### config.mk
export PLATFORM = sky130hd
export DESIGN_NAME = pipe_scoreboard
export DESIGN_NICKNAME = d
export VERILOG_FILES = /design/src/rtl/pipe_pkg.sv /design/src/rtl/pipe_sb_match.sv /design/src/rtl/pipe_scoreboard.sv
export SDC_FILE = /design/constraint.sdc
export NUM_CORES = 1
export LEC_CHECK = 0
export CORE_MARGIN = 4
export CORE_UTILIZATION = 35
export DETAILED_ROUTE_END_ITERATION = 8
export SYNTH_ARGS = -nofsm -noshare
export SYNTH_HDL_FRONTEND = slang
export SYNTH_HIERARCHICAL = 1
export SYNTH_SLANG_ARGS = --single-unit
export TNS_END_PERCENT = 5
### constraint.sdc
create_clock -name clk -period 8.36 [get_ports clk]
set_input_delay 0.836 -clock clk [delete_from_list [all_inputs] [get_ports clk]]
set_output_delay 0.836 -clock clk [all_outputs]
set_load 0.01 [all_outputs]
### src/rtl/pipe_pkg.sv
`default_nettype none
// +--------------------------------------------------------------------+
// | pipe_pkg : shared pipeline types, widths and latency helper        |
// | Revision : 1.0                                                     |
// +--------------------------------------------------------------------+
package pipe_pkg;

  localparam int PIPE_RNW  = 5;
  localparam int PIPE_LATW = 4;

  typedef struct packed {
    logic                valid;
    logic [PIPE_RNW-1:0] rn;
  } sb_slot_t;

  // A latency of zero still needs one slot; anything deeper than the board saturates.
  function automatic int lat_clamp(input int lat, input int maxlat);
    if (lat < 1) return 1;
    if (lat > maxlat) return maxlat;
    return lat;
  endfunction

endpackage
`default_nettype wire

### src/rtl/pipe_sb_match.sv
`default_nettype none
// +--------------------------------------------------------------------+
// | pipe_sb_match : compare one register number against every slot     |
// | Revision      : 1.0                                                |
// +--------------------------------------------------------------------+
module pipe_sb_match #(
  parameter int NSLOT = 8,
  parameter int RNW   = 5
) (
  input  logic [RNW-1:0]       rn,
  input  logic                 en,
  input  logic                 excl0,
  input  logic [NSLOT-1:0]     valid,
  input  logic [NSLOT*RNW-1:0] rns,
  output logic                 hit
);

  logic [NSLOT-1:0] slot_hit;

  for (genvar i = 0; i < NSLOT; i++) begin : g_slot
    assign slot_hit[i] = valid[i] && (rns[i*RNW +: RNW] == rn) && !((i == 0) && excl0);
  end

  // r0 is hardwired, so it never creates a dependency.
  assign hit = en && (rn != '0) && (|slot_hit);

endmodule
`default_nettype wire

### src/rtl/pipe_scoreboard.sv
`default_nettype none
// +--------------------------------------------------------------------+
// | pipe_scoreboard : writeback-slot issue interlock (RAW/WAW/struct)  |
// | Revision        : 1.0                                              |
// +--------------------------------------------------------------------+
module pipe_scoreboard
  import pipe_pkg::*;
#(
  parameter int NREG   = 32,
  parameter int RNW    = PIPE_RNW,
  parameter int MAXLAT = 8,
  parameter int LATW   = PIPE_LATW,
  parameter int BYPASS = 1
) (
  input  logic            clk,
  input  logic            clrn,
  input  logic            iss_valid,
  input  logic [RNW-1:0]  iss_rs,
  input  logic [RNW-1:0]  iss_rt,
  input  logic            iss_use_rs,
  input  logic            iss_use_rt,
  input  logic            iss_wreg,
  input  logic [RNW-1:0]  iss_rd,
  input  logic [LATW-1:0] iss_lat,
  input  logic            flush,
  output logic            stall,
  output logic            issue,
  output logic            wb_valid,
  output logic [RNW-1:0]  wb_rn,
  output logic            idle
);

  sb_slot_t slot_q [MAXLAT];
  sb_slot_t slot_d [MAXLAT];
  logic     idle_q, idle_d;

  logic [MAXLAT-1:0]     valid_vec;
  logic [MAXLAT*RNW-1:0] rns_flat;
  logic                  raw_rs, raw_rt, waw, str_haz;
  logic                  rd_trk;
  int                    lat_eff;

  for (genvar i = 0; i < MAXLAT; i++) begin : g_flat
    assign valid_vec[i]          = slot_q[i].valid;
    assign rns_flat[i*RNW +: RNW] = slot_q[i].rn;
  end

  assign lat_eff = lat_clamp(int'(iss_lat), MAXLAT);
  assign rd_trk  = (iss_rd != '0) && (int'(iss_rd) < NREG);

  pipe_sb_match #(.NSLOT(MAXLAT), .RNW(RNW)) u_match_rs (
    .rn(iss_rs), .en(iss_use_rs), .excl0(BYPASS != 0),
    .valid(valid_vec), .rns(rns_flat), .hit(raw_rs)
  );

  pipe_sb_match #(.NSLOT(MAXLAT), .RNW(RNW)) u_match_rt (
    .rn(iss_rt), .en(iss_use_rt), .excl0(BYPASS != 0),
    .valid(valid_vec), .rns(rns_flat), .hit(raw_rt)
  );

  // WAW includes slot 0: the older write must retire before a younger one is tracked.
  pipe_sb_match #(.NSLOT(MAXLAT), .RNW(RNW)) u_match_rd (
    .rn(iss_rd), .en(iss_wreg && rd_trk), .excl0(1'b0),
    .valid(valid_vec), .rns(rns_flat), .hit(waw)
  );

  // slot[L] shifts into slot[L-1] next cycle, which is where the new entry would land.
  always_comb begin
    str_haz = 1'b0;
    for (int i = 1; i < MAXLAT; i++) begin
      if (iss_wreg && (i == lat_eff) && slot_q[i].valid) str_haz = 1'b1;
    end
  end

  assign stall = iss_valid && (raw_rs || raw_rt || waw || str_haz);
  assign issue = iss_valid && !stall && !flush;

  always_comb begin
    for (int i = 0; i < MAXLAT - 1; i++) slot_d[i] = slot_q[i+1];
    slot_d[MAXLAT-1] = '0;
    if (issue && iss_wreg && rd_trk) begin
      for (int i = 0; i < MAXLAT; i++) begin
        if (i == lat_eff - 1) begin
          slot_d[i].valid = 1'b1;
          slot_d[i].rn    = iss_rd;
        end
      end
    end
    idle_d = 1'b1;
    for (int i = 0; i < MAXLAT; i++) begin
      if (slot_d[i].valid) idle_d = 1'b0;
    end
  end

  always_ff @(posedge clk) begin
    if (clrn) begin
      for (int i = 0; i < MAXLAT; i++) slot_q[i] <= '0;
      idle_q <= 1'b1;
    end else begin
      slot_q <= slot_d;
      idle_q <= idle_d;
    end
  end

  assign wb_valid = slot_q[0].valid;
  assign wb_rn    = slot_q[0].rn;
  assign idle     = idle_q;

endmodule
`default_nettype wire

* After elaboration in Yosys (flattened, before gate mapping)
Cells that the tools add are included.
** Cells by class
- Mux-type cells :: 31
- $lt $le $gt $ge :: 2
- Equality and inequality tests :: 36
- Bitwise logic cells :: 2
- Add/subtract/negate cells :: 1
- Reductions and logical operators :: 61
** Operators with widths (count)
- equality test 4 x 32 -> 1 bit, first input constant :: 8
- equality test 3 x 32 -> 1 bit, first input constant :: 4
- equality test 5 bit :: 22
- equality test 2 x 32 -> 1 bit, first input constant :: 2
- 2-to-1 mux 32 bit :: 2
- logical AND 1 bit :: 48
- 2-to-1 mux 48 bit :: 1
- 2-to-1 mux 6 bit :: 8
- logical NOT 32 bit :: 1
- subtractor 32 x 2 -> 32 bit, second input constant :: 1
- 2-to-1 mux 1 bit :: 19
- nonzero test 5 bit :: 3
- OR reduction 7 bit :: 2
- OR reduction 8 bit :: 1
- > comparator 4 bit, second input constant :: 1
- less-than comparator 4 x 1 -> 1 bit, second input constant :: 1
- 2-to-1 mux 4 bit :: 1
- logical OR 1 bit :: 3
- OR reduction 3 bit :: 1
- logical NOT 1 bit :: 2
- NOT 1 bit :: 2
** Word-level totals
- Output and inout port bits :: 9
- Logic and storage cells :: 150
- Register bits after elaboration :: 49
- Input port bits :: 26

* Logic depth before layout (Yosys ltp)
Gate-level depths: netlist (run 1).
- Depth in word-level cells :: 31
- Gate-level depth with buffers :: 12
- Gate-level depth less buffers :: 10

* By module
The synthesis (run 1) kept the hierarchy.
** By module, submodules not included
- pipe_scoreboard :: area each 2024.4 um^2, cells each 202, seq. area each 980.9 um^2, times used 1
- pipe_sb_match :: area each 531.8 um^2, cells each 65, seq. area each 0.0 um^2, times used 3

* Least setup slack after synthesis (run 1)
Ideal clock, no wire load.
- Path kind :: input to register
- Start :: in iss_rd[0]
- End :: reg slot_q (netlist bit rns_flat[20])
- Slack :: 4.993 ns
- Buffers on the path :: 2
- Required time :: 8.232 ns
- Setup time :: 0.128 ns
- Stages on the path :: 10
- Arrival :: 3.239 ns
- Path through :: clkbuf_1 or4_4 o21a_1 o221a_2 nor4b_4 o2111ai_2 or4b_1 buf_4 mux2i_1 nor2_1
** On the way
- Word-level cells in the longest chain between the ends :: 13
- Elaborated cells on any way between the ends :: 31
- Classes of those cells :: eq/ne: 8; mux: 2; reduce/logical: 21
** RTL lines
- start, declared :: line pipe_scoreboard.sv:23 : input logic [RNW-1:0] iss_rd,
- equality test 5 bit or nonzero test 5 bit (tied branches) :: line pipe_sb_match.sv:21, pipe_sb_match.sv:25, pipe_scoreboard.sv:49
- logical AND 1 bit (on tied branches) :: line pipe_sb_match.sv:21, pipe_scoreboard.sv:63
- OR reduction 8 bit or logical AND 1 bit (tied branches) :: line pipe_sb_match.sv:25 : assign hit = en && (rn != '0) && (|slot_hit);
- logical AND 1 bit (*) :: line pipe_sb_match.sv:25
- net waw :: line pipe_scoreboard.sv:39 : logic raw_rs, raw_rt, waw, str_haz;
- logical OR 1 bit (*) (2 in a row) :: line pipe_scoreboard.sv:75 : assign stall = iss_valid && (raw_rs || raw_rt || waw || str_haz);
- logical AND 1 bit (*) :: line pipe_scoreboard.sv:75
- logical NOT 1 bit (*) :: line pipe_scoreboard.sv:76 : assign issue = iss_valid && !stall && !flush;
- logical AND 1 bit (*) (2 in a row) :: line pipe_scoreboard.sv:76
- logical AND 1 bit (*) (2 in a row) :: line pipe_scoreboard.sv:81 : if (issue && iss_wreg && rd_trk) begin
- 2-to-1 mux 48 bit (*) :: line pipe_scoreboard.sv:81
- end signal, assigned :: line pipe_scoreboard.sv:100 : slot_q <= slot_d;
- end, declared :: line pipe_scoreboard.sv:33 : sb_slot_t slot_q [MAXLAT];
Mark *: on every way through the listed nets, which the timed path passes. The rest lies on a longest branch.
A chain may end at the register's enable or synchronous reset.

* Final worst setup path (run 1)
- Start :: in iss_rd[4]
- End :: out stall
** On the way
- Word-level cells in the longest chain between the ends :: 7
- Elaborated cells on any way between the ends :: 24
- Classes of those cells :: eq/ne: 8; reduce/logical: 16
** RTL lines
- equality test 5 bit or nonzero test 5 bit (tied branches) :: line pipe_sb_match.sv:21, pipe_sb_match.sv:25, pipe_scoreboard.sv:49
- logical AND 1 bit (on tied branches) :: line pipe_sb_match.sv:21, pipe_scoreboard.sv:63
- OR reduction 8 bit or logical AND 1 bit (tied branches) :: line pipe_sb_match.sv:25
- logical AND 1 bit (*) :: line pipe_sb_match.sv:25
- net waw :: line pipe_scoreboard.sv:39
- logical OR 1 bit (*) (2 in a row) :: line pipe_scoreboard.sv:75
- logical AND 1 bit (*) :: line pipe_scoreboard.sv:75
- end, declared :: line pipe_scoreboard.sv:26 : output logic stall,
Marks and branches as above.

==> results of run 1 <==
[sequential cells by signal (all words and copies together) (netlist names)]
register and cells:
idle 1, rns_flat 35, slot_q 7, wb_rn 5, wb_valid 1
[how the worst min path moves through the flow]
stage / startpoint / endpoint
floorplan: slot_q[17] / slot_q[23]
detailed placement: slot_q[17] / slot_q[23]
finish: slot_q[17] / slot_q[23]
global route: slot_q[17] / slot_q[23]
CTS: slot_q[17] / slot_q[23]
global placement: slot_q[17] / slot_q[23]
[cells in the final DEF, fill, tap and decap left out, types with 5 or more instances in the layout]
cell | synthesis | final
xnor2_1 | 24 | 24
nor4_2 | 6 | 6
nor4_1 | 25 | 25
clkbuf_8 | 0 | 5
nor2_1 | 51 | 51
and2_1 | 6 | 6
dfxtp_1 | 49 | 49
clkdlybuf4s50_1 | 0 | 34
nand3_1 | 23 | 23
mux2i_1 | 38 | 38
xor2_1 | 96 | 96
nand4_1 | 6 | 6
[area by class of cell]
| class | count | area share |
|---|---|---|
| multi-input cells | 313 | 0.591 |
| flip-flops and latches | 49 | 0.245 |
| repair buffers | 35 | 0.0869 |
| well taps | 133 | 0.0416 |
| clock buffers | 5 | 0.0172 |
| clock inverters | 3 | 0.0163 |
| inverters | 2 | 0.00188 |
[Yosys cell counts (2+ instances only)]
cell	instances
nor3_1	3
nor2_1	51
and2_1	6
o211ai_1	2
nor4_2	6
buf_4	7
dfxtp_1	49
conb_1	2
xor2_1	96
clkbuf_1	9
o2111ai_2	2
or4_1	3
o221a_2	3
nor4_1	25
nand4_1	6
mux2i_1	38
nand4b_1	3
nand2_1	3
inv_1	2
buf_6	15
buf_2	3
a21oi_1	2
nand3_1	23
xnor2_1	24
[kinds of logic (layout without fill, tap and decap cells)]
| kind of cell | Yosys count | after routing | synth area share |
|---|---|---|---|
| simple gates | 137 | 137 | 0.213 |
| xor+xnor | 120 | 120 | 0.290 |
| flops | 49 | 49 | 0.271 |
| mux | 38 | 38 | 0.105 |
| buf+inv | 36 | 45 | 0.0767 |
| compound gates | 14 | 14 | 0.0380 |
| other cells | 2 | 3 | 0.00207 |
| fa+ha+maj | 1 | 1 | 0.00346 |
[worst min-delay path: cells and delay by family, from the launching register on]
family / cells / cell delay (ns)
flip-flops: 1 / 0.40
buffers and inverters: 1 / 0.08
AO/OA/AOI/OAI: 1 / 0.05
[report_power, final]
part	switching (mW)	internal, mW
Clock	0.0839	0.119
Combinational	0.0435	0.0314
Sequential	0.00142	0.234
Total	0.129	0.384
[routing by layer]
layer	track usage	share of wire	up-vias
li1	-	-	1369
met1	0.242	0.48	1395
met2	0.265	0.46	68
met3	0.0241	0.050	6
met4	0.0401	0.0070	0
met5	0	0	-
[metrics by stage]
step | std cells | instance area, µm² | hold slack [ns] | power, mW
floorplan | 398 | 3620 | 0.483 | 0.297
global placement | 532 | 3870 | 0.537 | 0.315
detailed placement | 532 | 3870 | 0.554 | 0.316
CTS | 540 | 4000 | 0.570 | 0.515
global route | 540 | 4000 | 0.589 | 0.531
finish | 540 | 4000 | 0.574 | 0.513
==> flow_metrics.py, run 1 <==
metrics = {
    "sta": {
        "setup_slack_ns": 3.49,
        "rsz0062_at_grt": "no",
        "maxSlewHeadroom": 0.296,
        "finalClockSkew_ns": 0.0140,
        "fin_crit_sh": 0.583,
        "tightest_slew_ns": 1.05,
        "hold_violations": 0,
        "fin_crit_ns": 4.87,
        "clock.fmax_mhz": 205,
        "final.setup.tns_ns": 0,
        "setup_violations": 0,
        "slew_violations": 0,
    },
    "setup_path": {
        "path_max_fanout": 18,
        "r2r-end": "rns_flat[9]",
        "crit_start": "iss_rd[4]",
        "crit_top_cell": "clkdlybuf4s50_1",
        "r2r_cells": 10,
        "endpoint_kind": "output port",
        "cp.depth": 10,
        "arrival_ns": 4.04,
        "crit_type": "input pin to output port",
        "path_cells": "clkdlybuf4s50_1 > xor2_1 > nor4_1 > nand3_1 > nand4_1 > o221a_2 > nor3_1 > nand2_1 > and2_1 > clkdlybuf4s50_1",
        "crit_end": "stall",
        "critPathMaxStageDelay_ns": 0.93,
        "r2r_start": "rns_flat[38]",
        "crit_family": "buffers and inverters",
        "r2r_slack_ns": 5.15,
        "path_buf_inv": 2,
        "cp_slowest_cell": "clkdlybuf4s50_1",
        "start_kind": "input pin",
        "required_ns": 7.52,
    },
    "cells_and_area": {
        "finalNetCount": 433,
        "area_growth_pct": 10.5,
        "n_fill_cell": 996,
        "layout.area.seq_um2": 981,
        "diodes": 0,
        "multi_input_area_um2": 2360,
        "layout-drive-gt1-share": 0.0614,
        "post-route-util": 0.404,
    },
    "routing": {
        "viasPerCell": 5.26,
        "drc": 0,
        "first_pass_iters": 4,
        "ant_nets": 0,
        "wl_um": 9920,
        "drtIter0Drc": 184,
        "wl_per_cell_um": 18.4,
        "vias": 2838,
    },
    "placement": {
        "preCtsSetupSlack_ns": 3.56,
        "port_buffers": 34,
        "routabilityCongestion": 0.882,
        "place.detailed.hpwl_um": 7120,
    },
    "cts": {
        "path_clk_slew_ns": 0.10,
        "insertion_delay_ns": 0.31,
        "htree_levels": 2,
        "cts_tree": "done",
        "root_buffer": "clkbuf_8",
        "numCtsBuffers": 5,
        "hold_buffers": 0,
        "post_cts_buffers": 0,
        "cts.sink_count": 49,
        "ctsResizeCount": 0,
        "clockBufferDepth": 2,
    },
    "floorplan": {
        "die_h_um": 110,
        "initial_core_util": 0.365,
        "coreArea_um2": 9910,
        "die_w_um": 110,
        "num_io_pins": 35,
        "die-area_um2": 12000,
        "rows": 36,
    },
    "global_route": {
        "grt_usage": 0.168,
        "grt_pass1_wl_um": 15500,
        "grt_remaining_overflow": 0,
        "grt_max_degree": 45,
        "grt_antenna_before_repair": 0,
        "grt_pass1_vias": 2816,
    },
    "yosys": {
        "yosys.cell_types.count": 38,
        "yosysTopAreaCellShare": 0.271,
        "netlist_area_um2": 3620,
        "synth_top_area_cell": "dfxtp_1",
        "synth-edff-count": 0,
        "yosys_warnings": 6,
        "synth_top_flop_cell": "dfxtp_1",
        "synthTopCellsByArea": "dfxtp_1, xor2_1, mux2i_1",
        "synth_seq_area_share": 0.271,
        "async_flop_share": 0,
        "synth_cells": 397,
        "synth_area_per_cell_um2": 9.12,
        "synth.ff_latch_count": 49,
    },
    "flow_run": {
        "maxCapViolCount": 0,
    },
    "worst_hold_path": {
        "holdCritPathClass": "flip-flop to flip-flop",
        "holdPathStages": 2,
    },
    "power": {
        "ir_worst_vdd_mv": 0.0883,
        "power_leakage_nw": 1.54,
        "powerDensity_nw_per_um2": 128,
    },
    "outcome": {
        "status": "complete, no violations",
    },
}
Power figures use the tool's default switching activity.
==> run 2: changes to the inputs <==
==> constraint.sdc (replaced) <==
create_clock -name clk -period 4.79 [get_ports clk]
set_input_delay 0.479 -clock clk [delete_from_list [all_inputs] [get_ports clk]]
set_output_delay 0.479 -clock clk [all_outputs]
set_load 0.01 [all_outputs]
==> run 2 against run 1 <==
  * Total power grew 70%
  * Sequential power grew 74%
  * Clock skew fell by 0.0033 ns
  * Clock power grew 59%
  * First-iteration DRC count is 8.2% higher
  * Clock-buffer cell count increased by 1
  * Register-to-register slack worse by 3.5 ns
  * Largest power group unchanged
==> flow_metrics.py, run 2 (same netlist as run 1, synthesis figures left out) <==
metrics = {
    "placement": {
        "place.detailed.hpwl_um": 7210,
        "routabilityCongestion": 0.878,
        "port_buffers": 34,
    },
    "sta": {
        "hold_violations": 0,
        "fin_crit_sh": 0.859,
        "maxSlewHeadroom": 0.394,
        "slew_violations": 0,
        "tightest_slew_ns": 0.907,
        "fin_crit_ns": 4.11,
        "clock.fmax_mhz": 243,
        "timing.hold.ws_ns": 0.538,
        "finalClockSkew_ns": 0.0107,
        "setup_violations": 0,
        "final.setup.tns_ns": 0,
        "rsz0062_at_grt": "no",
    },
    "power": {
        "power_leakage_nw": 1.59,
        "powerDensity_nw_per_um2": 214,
        "ir_worst_vdd_mv": 0.0991,
    },
    "floorplan": {
        "num_io_pins": 35,
        "rows": 36,
        "die_w_um": 110,
        "die-area_um2": 12000,
        "initial_core_util": 0.365,
        "coreArea_um2": 9910,
        "die_h_um": 110,
    },
    "routing": {
        "vias": 2890,
        "drtIter0Drc": 199,
        "wl_per_cell_um": 18.7,
        "viasPerCell": 5.25,
        "ant_nets": 0,
        "wl_um": 10300,
        "first_pass_iters": 4,
        "drc": 0,
    },
    "global_route": {
        "grt_pass1_wl_um": 16300,
        "grt_pass1_vias": 2898,
        "grt_max_degree": 45,
        "grt_usage": 0.180,
        "grt_antenna_before_repair": 0,
        "grt_remaining_overflow": 0,
    },
    "worst_hold_path": {
        "min_from": "slot_q[17]",
        "holdPathStages": 2,
        "min_to": "slot_q[23]",
        "holdCritPathClass": "flip-flop to flip-flop",
    },
    "setup_path": {
        "arrival_ns": 3.63,
        "required_ns": 4.31,
        "path_cells": "clkdlybuf4s50_1 > xor2_1 > nor4_1 > nand3_1 > nand4_1 > o221a_2 > nor3_1 > nand2_1 > and2_1 > clkdlybuf4s50_1",
        "cp_slowest_cell": "clkdlybuf4s50_1",
        "endpoint_kind": "output port",
        "crit_type": "input pin to output port",
        "path_max_fanout": 9,
        "r2r_slack_ns": 1.69,
        "critPathMaxStageDelay_ns": 0.78,
        "r2r-end": "rns_flat[22]",
        "crit_top_cell": "clkdlybuf4s50_1",
        "crit_start": "iss_rt[4]",
        "start_kind": "input pin",
        "r2r_cells": 10,
        "r2r_start": "rns_flat[29]",
    },
    "cells_and_area": {
        "layout-drive-gt1-share": 0.0861,
        "area_growth_pct": 12.4,
        "final_cell_mix": "xor2_1, nor2_1, dfxtp_1, mux2i_1, clkdlybuf4s50_1",
        "finalNetCount": 444,
        "largest_reg_flops": 35,
        "mostFrequentLayoutCell": "xor2_1",
        "n_fill_cell": 986,
        "diodes": 0,
    },
    "cts": {
        "hold_buffers": 0,
        "insertion_delay_ns": 0.31,
        "path_clk_slew_ns": 0.10,
        "post_cts_buffers": 0,
        "htree_levels": 2,
        "cts.sink_count": 49,
        "root_buffer": "clkbuf_8",
        "clockBufferDepth": 2,
        "numCtsBuffers": 5,
        "ctsResizeCount": 0,
        "cts_tree": "done",
    },
    "outcome": {
        "status": "complete, no violations",
    },
    "flow_run": {
        "maxCapViolCount": 0,
    },
}
## run 2: cell types whose count changed in the layout (fill, tap and decap cells not counted)
cell / change
buf_4: +11
bufinv_16: -1
clkbuf_8: +1
clkinv_2: -1
clkinvlp_4: +1
## run 2: report_power, final
part	internal, mW	total [mW]	switching, mW
registers	0.409	0.411	0.00238
logic	0.0576	0.138	0.0800
clock network	0.170	0.323	0.153
## run 2: worst max-delay path: cells and delay by family
kind | cells | cell delay, ns
AO/OA/AOI/OAI | 1 | 0.25
XOR/XNOR | 1 | 0.32
AND/OR/NAND/NOR | 6 | 1.28
buffers and inverters | 2 | 1.30
## run 2: cell type report
cell class	count	area (µm²)	area share
clock buffers	6	82.6	0.0203
multi-input cells	313	2360	0.581
flip-flops and latches	49	981	0.241
clock inverters	2	37.5	0.00922
repair buffers	46	430	0.106
well taps	133	166	0.0409
inverters	2	7.51	0.00184
## run 2: worst max path at each step
stage,slack (ns),to
detailed placement,0.69,rns_flat[24]
CTS,0.79,issue
floorplan,1.78,rns_flat[20]
finish,0.68,stall
global route,0.60,issue
global placement,0.78,rns_flat[24]
## run 2: metrics by stage
stage                      util  cell area [µm²]  setup slack, ns  std cells  power (mW)
after floorplan               -             3620             1.78        398       0.518
after global placement    0.399             3950            0.780        543       0.554
after detailed placement  0.399             3950            0.689        543       0.556
after CTS                 0.411             4070            0.793        551       0.877
after global routing      0.411             4070            0.599        551       0.901
final                     0.411             4070            0.676        551       0.871
## run 2: per-layer routing
| layer | wire length, µm | part of all wire | GRT usage |
|---|---|---|---|
| met4 | 142 | 0.014 | 0.0481 |
| met3 | 727 | 0.071 | 0.0288 |
| met5 | 0 | 0 | 0 |
| met1 | 4470 | 0.43 | 0.242 |
| met2 | 4970 | 0.48 | 0.298 |
